==> config.mk <==
export PLATFORM = sky130hd
export DESIGN_NAME = debug_entry
export DESIGN_NICKNAME = d
export VERILOG_FILES = /design/src/rtl/debug_pkg.sv /design/src/rtl/key_debounce.sv /design/src/rtl/debug_entry.sv
export SDC_FILE = /design/constraint.sdc
export NUM_CORES = 1
export LEC_CHECK = 0
export BUFFER_PORTS_ARGS = -buffer_cell sky130_fd_sc_hd__buf_2
export CORE_ASPECT_RATIO = 0.75
export CORE_MARGIN = 2
export CORE_UTILIZATION = 63
export DETAILED_ROUTE_END_ITERATION = 16
export GPL_TIMING_DRIVEN = 0
export PLACE_DENSITY = 0.84
export SYNTH_ARGS = -nofsm -noshare
export SYNTH_HDL_FRONTEND = slang
export SYNTH_SLANG_ARGS = --single-unit
==> constraint.sdc <==
create_clock -name CLOCK_50 -period 3.4 [get_ports CLOCK_50]
set_input_delay 0.51 -clock CLOCK_50 [delete_from_list [all_inputs] [get_ports CLOCK_50]]
set_output_delay 0.51 -clock CLOCK_50 [all_outputs]
set_load 0.01 [all_outputs]
==> src/rtl/debug_pkg.sv <==
// Shared definitions for the operator debug entry block.
// Holds select codes, value limits and the entry FSM state type.
package debug_pkg;

    localparam logic [1:0] SEL_CHAL   = 2'b00;
    localparam logic [1:0] SEL_SPEED  = 2'b01;
    localparam logic [1:0] SEL_DIR_LO = 2'b10;
    localparam logic [1:0] SEL_DIR_HI = 2'b11;

    // updateSel code reported for a completed direction write
    localparam logic [1:0] UPD_DIR = 2'b10;

    localparam logic [6:0] MAX_SPEED = 7'd100;
    localparam logic [8:0] MAX_DIR   = 9'd359;

    typedef enum logic {
        IDLE,
        HAVE_LO
    } entry_state_t;

endpackage

==> src/rtl/key_debounce.sv <==
// Pushbutton conditioner: 2-flop synchronizer, stability counter and
// press-event pulse on the debounced 1->0 edge.
// Ports: clk, reset (sync, active-high), key_raw (active-low, async),
//        key_state (debounced level), press (one-cycle press event).
module key_debounce #(
    parameter int DEBOUNCE_CYCLES = 500000
) (
    input  logic clk,
    input  logic reset,
    input  logic key_raw,
    output logic key_state,
    output logic press
);

    localparam int CNT_W = $clog2(DEBOUNCE_CYCLES + 1);
    localparam logic [CNT_W-1:0] CNT_LAST = CNT_W'(DEBOUNCE_CYCLES - 1);

    logic             sync1;
    logic             sync2;
    logic [CNT_W-1:0] cnt;

    always_ff @(posedge clk) begin
        if (reset) begin
            sync1     <= 1'b1;
            sync2     <= 1'b1;
            key_state <= 1'b1;
            cnt       <= '0;
            press     <= 1'b0;
        end else begin
            sync1 <= key_raw;
            sync2 <= sync1;
            press <= 1'b0;
            if (sync2 != key_state) begin
                // Accept on the DEBOUNCE_CYCLES-th consecutive differing sample
                if (cnt == CNT_LAST) begin
                    key_state <= sync2;
                    cnt       <= '0;
                    press     <= ~sync2;
                end else begin
                    cnt <= cnt + 1'b1;
                end
            end else begin
                cnt <= '0;
            end
        end
    end

endmodule

==> src/rtl/debug_entry.sv <==
// Operator override entry from DE10-Lite switches and pushbuttons.
// Ports: CLOCK_50, reset (sync, active-high), SW[9:0], KEY[3:0] (active-low);
//        registered overrides, overrideEnable, updatePulse/updateSel, status.
module debug_entry
    import debug_pkg::*;
#(
    parameter int DEBOUNCE_CYCLES = 500000
) (
    input  logic       CLOCK_50,
    input  logic       reset,
    input  logic [9:0] SW,
    input  logic [3:0] KEY,
    output logic [2:0] challengeSelect,
    output logic [6:0] driveSpeedOverride,
    output logic [8:0] targetDirectionOverride,
    output logic       overrideEnable,
    output logic       updatePulse,
    output logic [1:0] updateSel,
    output logic       entryPending,
    output logic       entryError
);

    localparam int CNT_W = $clog2(DEBOUNCE_CYCLES + 1);

    logic [2:0] key_state;
    logic [2:0] press;
    logic       commit;
    logic       cancel;
    logic       toggle;
    logic       unused_key;

    assign unused_key = ^{KEY[3], key_state, CNT_W[0]};

    for (genvar i = 0; i < 3; i++) begin : g_key
        key_debounce #(
            .DEBOUNCE_CYCLES(DEBOUNCE_CYCLES)
        ) u_db (
            .clk      (CLOCK_50),
            .reset    (reset),
            .key_raw  (KEY[i]),
            .key_state(key_state[i]),
            .press    (press[i])
        );
    end

    assign commit = press[0];
    assign cancel = press[1];
    assign toggle = press[2];

    entry_state_t state_q;
    entry_state_t state_d;
    logic [7:0]   staged_q;
    logic [7:0]   staged_d;
    logic [2:0]   chal_d;
    logic [6:0]   speed_d;
    logic [8:0]   dir_d;
    logic         en_d;
    logic         pulse_d;
    logic [1:0]   sel_d;
    logic         err_d;
    logic [8:0]   speed_ext;
    logic [8:0]   dir_val;

    assign speed_ext = {2'b00, SW[6:0]};
    assign dir_val   = {SW[0], staged_q};

    always_comb begin
        state_d  = state_q;
        staged_d = staged_q;
        chal_d   = challengeSelect;
        speed_d  = driveSpeedOverride;
        dir_d    = targetDirectionOverride;
        en_d     = overrideEnable ^ toggle;
        pulse_d  = 1'b0;
        sel_d    = updateSel;
        err_d    = entryError;
        // Cancel wins over a same-cycle commit
        if (cancel) begin
            state_d = IDLE;
            err_d   = 1'b0;
        end else if (commit) begin
            unique case (SW[9:8])
                SEL_CHAL: begin
                    chal_d  = SW[2:0];
                    pulse_d = 1'b1;
                    sel_d   = SEL_CHAL;
                end
                SEL_SPEED: begin
                    pulse_d = 1'b1;
                    sel_d   = SEL_SPEED;
                    if (speed_ext > {2'b00, MAX_SPEED}) begin
                        speed_d = MAX_SPEED;
                        err_d   = 1'b1;
                    end else begin
                        speed_d = SW[6:0];
                        err_d   = 1'b0;
                    end
                end
                SEL_DIR_LO: begin
                    staged_d = SW[7:0];
                    state_d  = HAVE_LO;
                    err_d    = 1'b0;
                end
                SEL_DIR_HI: begin
                    if (state_q == HAVE_LO) begin
                        pulse_d = 1'b1;
                        sel_d   = UPD_DIR;
                        state_d = IDLE;
                        if (dir_val > MAX_DIR) begin
                            dir_d = MAX_DIR;
                            err_d = 1'b1;
                        end else begin
                            dir_d = dir_val;
                            err_d = 1'b0;
                        end
                    end else begin
                        err_d = 1'b1;
                    end
                end
            endcase
        end
    end

    always_ff @(posedge CLOCK_50) begin
        if (reset) begin
            state_q                 <= IDLE;
            staged_q                <= '0;
            challengeSelect         <= '0;
            driveSpeedOverride      <= '0;
            targetDirectionOverride <= '0;
            overrideEnable          <= 1'b0;
            updatePulse             <= 1'b0;
            updateSel               <= '0;
            entryPending            <= 1'b0;
            entryError              <= 1'b0;
        end else begin
            state_q                 <= state_d;
            staged_q                <= staged_d;
            challengeSelect         <= chal_d;
            driveSpeedOverride      <= speed_d;
            targetDirectionOverride <= dir_d;
            overrideEnable          <= en_d;
            updatePulse             <= pulse_d;
            updateSel               <= sel_d;
            entryPending            <= (state_d == HAVE_LO);
            entryError              <= err_d;
        end
    end

endmodule

Yosys cells after proc, flatten, opt, wreduce, memory -nomap -nowiden
Index checks and enable logic that the tools add are counted.
- input port bits: 16
- flip-flop bits (word level): 102
- output and inout bits: 25
- order comparisons: 2
- bitwise logic cells: 12
- add/subtract/negate cells: 3
- reductions and logical operators: 23
- multiplexer cells: 11
- equality and inequality tests: 10
- operator list (kind ; count):
    adder 19 x 1 -> 19 bit (second input constant) ; 3
    == test 19 bit (second input constant) ; 3
    OR reduction 3 bit ; 7
    inverter 1 bit ; 11
    AND reduction 2 bit ; 5
    greater-than comparator 9 bit (second input constant) ; 1
    two-way mux 9 bit ; 1
    AND reduction 3 bit ; 3
    AND reduction 4 bit ; 2
    greater-than comparator 7 bit (second input constant) ; 1
    two-way mux 7 bit ; 1
    one-hot mux 2 bit (3 select lines) ; 1
    nonzero test 3 bit ; 2
    == test 2 bit (second input constant) ; 2
    two-way mux 1 bit ; 4
    one-hot mux 1 bit (2 select lines) ; 2
    OR reduction 2 bit ; 2
    inequality test 1 bit ; 3
    one-hot mux 1 bit (3 select lines) ; 1
    == test 2 x 1 -> 1 bit (second input constant) ; 1
    zero test 2 bit ; 1
    two-way mux 2 bit ; 1
    inequality test 2 bit (second input constant) ; 1
    nonzero test 2 bit ; 1
    XOR 1 bit ; 1

Longest topological paths before layout
- depth in word-level cells: 4
- mapped depth: 7

By module
Synthesis repeated with hierarchy kept, for this count alone.
- cell total of the unflattened synthesis: 497
- area total of the unflattened synthesis: 4440.5 um^2
- modules (own cells, without submodules) (module ; cells an instance ; instances ; area an instance (um^2)):
    key_debounce (g_key[0].u_db ...) ; 114 ; 2 ; 1002.2
    debug_entry ; 156 ; 1 ; 1430.1
    key_debounce (g_key[2].u_db) ; 113 ; 1 ; 1006.0

Least setup slack after synthesis
Ideal clock, no wire load.
- path type: register -> register
- start point: register g_key[1].u_db.cnt[12]
- end point: register g_key[1].u_db.cnt[10]
- library setup time: 115 ps
- arrival: 1809 ps
- path slack: 1476 ps
- cell stages (with the launch flop): 6
- path buffers: 1
- path through: dfxtp_1 -> or4b_2 -> or4_4 -> o21bai_4 -> buf_6 -> nor2_1
- cells in the longest elaborated chain, start to end: 2
- ends and longest elaborated chain (element ; RTL line ; source):
    start: declaration ; key_debounce.sv:20 ; logic [CNT_W-1:0] cnt;
    start signal: assignment ; key_debounce.sv:40 ; cnt <= cnt + 1'b1;
    == test 19 bit ; key_debounce.sv:35 ; if (cnt == CNT_LAST) begin
    OR reduction 3 bit (no source line) ; -- ;
Every way passes these cells.
A chain may end at the register's enable or synchronous reset.

Final worst setup path
- start point: register g_key[2].u_db.cnt[0]
- end point: register g_key[2].u_db.cnt[12]
- cells in the longest elaborated chain, start to end: 2
- elaborated cells on any way between the ends: 3
- ends and longest elaborated chain (element ; RTL line):
    start: declaration ; key_debounce.sv:20
    start signal: assignment ; key_debounce.sv:40
    branches (longest 2 deep; another with adder 19 x 1 -> 19 bit) ; --
Several ways; the timed one is not identified.

==> flow_metrics.tcl <==
set metrics [dict create \
    clkTransAtPathRegs_ns 0.09 \
    drt_iter0_drc 125 \
    grt_pass1_vias 3251 \
    path_class "flip-flop to flip-flop" \
    routed_wirelength_um 8730 \
    core-area_um2 6410 \
    maxCapViolCount 0 \
    synth_seq_cells 102 \
    cp-start-kind "flip-flop" \
    postCtsHoldBufs 0 \
    track_usage 0.246 \
    area_growth_pct 11.3 \
    critPathRequiredTime_ns 3.64 \
    gp_congestion 0.860 \
    min_period_over_period 0.640 \
    hpwlAfterDp_um 6300 \
    final_common_cell "dfxtp_1" \
    grt_pass1_wl_um 14700 \
    syn_nets 503 \
    setup_tns_ns 0 \
    grt_max_degree 16 \
    crit_path_max_fanout 10 \
    outcome "finished, final reports clean" \
    start_util 0.664 \
    rsz0062_at_grt "false" \
    cts.sinks 102 \
    p_total_uw 1990 \
    drive_above_1_share 0.142 \
    numPortBuffers 38 \
    pwr-share-comb 0.022 \
    final_core_utilization 0.739 \
    ir_drop_uv 282 \
    route.detailed.drc 0 \
    route.vias.total 3556 \
    setup_viol 0 \
    syn_area_um2 4260 \
    via_per_inst 5.75 \
    synth-main-ff-cell "dfxtp_1" \
    antenna_found_initial 0 \
    clk_path_buf_depth 2 \
    ios 41 \
    n_antenna_cell 0 \
    drv_slew 0 \
    synth-edff-count 0 \
    relSlewSlack 0.305 \
    fmax_mhz 459 \
    min_path_type "input port to flip-flop" \
    synth-seq-area-share 0.480 \
    post-route-min-period_ns 2.18 \
    clkLatencyLatePin_ns 0.36 \
    arrival_ns 2.42 \
    switchingPower_uw 421 \
    power_frac_seq 0.603 \
    dr.pass1.iters 4 \
    layout_common_cells "dfxtp_1 (102), nor2_1 (70), nand2_1 (46), buf_2 (39), a21oi_1 (27)" \
    post-cts-setup-buffer-count 0 \
    fin_skew_ns 0.00821 \
    nets 552 \
    cts_root_buf "clkbuf_8" \
    clkPwrFrac 0.376 \
    syn_area_per_cell_um2 8.79 \
    syn_inst 484 \
    die-area_um2 7430 \
    end_kind "flip-flop" \
    p_int_uw 1570 \
    grt_overflow 0 \
    cts_tree "yes" \
    cts_buffers 9 \
    drtAntennaViolNets 0 \
    yosysUniqueCellTypes 47 \
    die_y_um 75.2 \
    die_w_um 98.9 \
    cts_htree_levels 3 \
    worst_slew_pin_slew_ns 1.04 \
    ys_warn_count 0 \
    routedWlPerCell_um 14.1 \
    fillers 464 \
    switching_share 0.211 \
    rows 25 \
    ys_async_sr_fraction 0 \
    leakagePower_uw 0.00158 \
    powerDensity_nw_per_um2 420 \
    post_cts_resized 0 \
    hold_violations 0 \
]
==> routing by layer <==
layer / vias up / wire (µm) / track usage
met5: - / 0 / 0
met4: 0 / 73 / 0.0837
met3: 9 / 481 / 0.0659
met2: 99 / 4050 / 0.404
met1: 1662 / 4120 / 0.321
li1: 1786 / - / -
==> worst max-delay path: stages (launching register included) <==
cell,delay (ns)
dfxtp_1,0.39
ha_1,0.24
and4_1,0.29
nand4_1,0.20
o211ai_2,0.44
clkbuf_1,0.39
nor2_1,0.10
==> kinds of logic after synthesis <==
kind of cell,synth area share
AND/OR/NAND/NOR,0.281
flip-flops,0.480
AO/OA/AOI/OAI,0.0917
XOR/XNOR,0.0803
buffers and inverters,0.0329
multiplexers,0.0259
adder cells (fa/ha/maj),0.00882
==> layout make-up <==
cell class | instances | area [µm²] | share of cell area
Multi-Input combinational cell | 349 | 2070 | 0.438
Sequential cell | 102 | 2040 | 0.431
Timing Repair Buffer | 38 | 190 | 0.0401
Clock buffer | 12 | 145 | 0.0306
Tap cell | 81 | 101 | 0.0214
Buffer | 20 | 91.3 | 0.0193
Inverter | 13 | 48.8 | 0.0103
Clock inverter | 3 | 45.0 | 0.00951
==> through the flow <==
step	std cells	instance area [µm²]	setup slack (ns)	hold WS, ns
5_1_grt	618	4740	0.994	0.303
2_1_floorplan	484	4260	1.48	0.389
6_report	618	4740	1.22	0.322
3_3_place_gp	603	4550	1.29	0.400
4_1_cts	618	4740	1.23	0.306
3_5_place_dp	603	4550	1.24	0.405
==> worst paths after layout <==
kind                           end            startpoint  slack [ns]  cells past startpoint
max          g_key[2].u_db.cnt[12]  g_key[2].u_db.cnt[0]        1.22                      6
max reg2reg  g_key[2].u_db.cnt[12]  g_key[2].u_db.cnt[0]        1.22                      6
min            g_key[2].u_db.sync1                KEY[2]        0.32                      2
min reg2reg    g_key[0].u_db.sync2   g_key[0].u_db.sync1        0.43                      1
==> state kept, by name (all words and copies together) (netlist names) <==
register / flops
challengeSelect: 3
driveSpeedOverride: 7
entryError: 1
g_key.u_db.cnt: 57
g_key.u_db.key_state: 3
g_key.u_db.press: 3
g_key.u_db.sync1: 3
g_key.u_db.sync2: 3
overrideEnable: 1
staged_q: 8
state_q: 1
targetDirectionOverride: 9
updatePulse: 1
updateSel: 2
==> synth_stat cells (3+ instances only) <==
master	count	share of area
or3_1	8	0.012
o31ai_1	6	0.011
or4_1	12	0.021
a21oi_1	27	0.032
nand4_1	12	0.018
xnor2_1	22	0.045
nand2_1	46	0.041
dfxtp_1	102	0.48
nor3_1	23	0.027
o21ai_0	13	0.015
xor2_1	17	0.035
a211o_1	3	0.0062
nand3_1	23	0.027
and4_1	5	0.010
ha_1	3	0.0088
clkbuf_1	16	0.014
or3_2	3	0.0053
nor4_1	8	0.012
or2_2	9	0.013
inv_1	13	0.011
nor4b_1	3	0.0062
nor2_1	70	0.062
mux2i_1	11	0.026
==> power by group through the flow <==
stage | Sequential [µW] | Clock, µW | Combinational, µW
global placement | 1230 | 0 | 41.6
global route | 1200 | 809 | 47.2
detailed placement | 1230 | 0 | 42.7
floorplan | 1230 | 0 | 22.6
finish | 1200 | 748 | 43.1
CTS | 1200 | 759 | 42.9
Note: power is estimated with default switching activity, not from simulation.
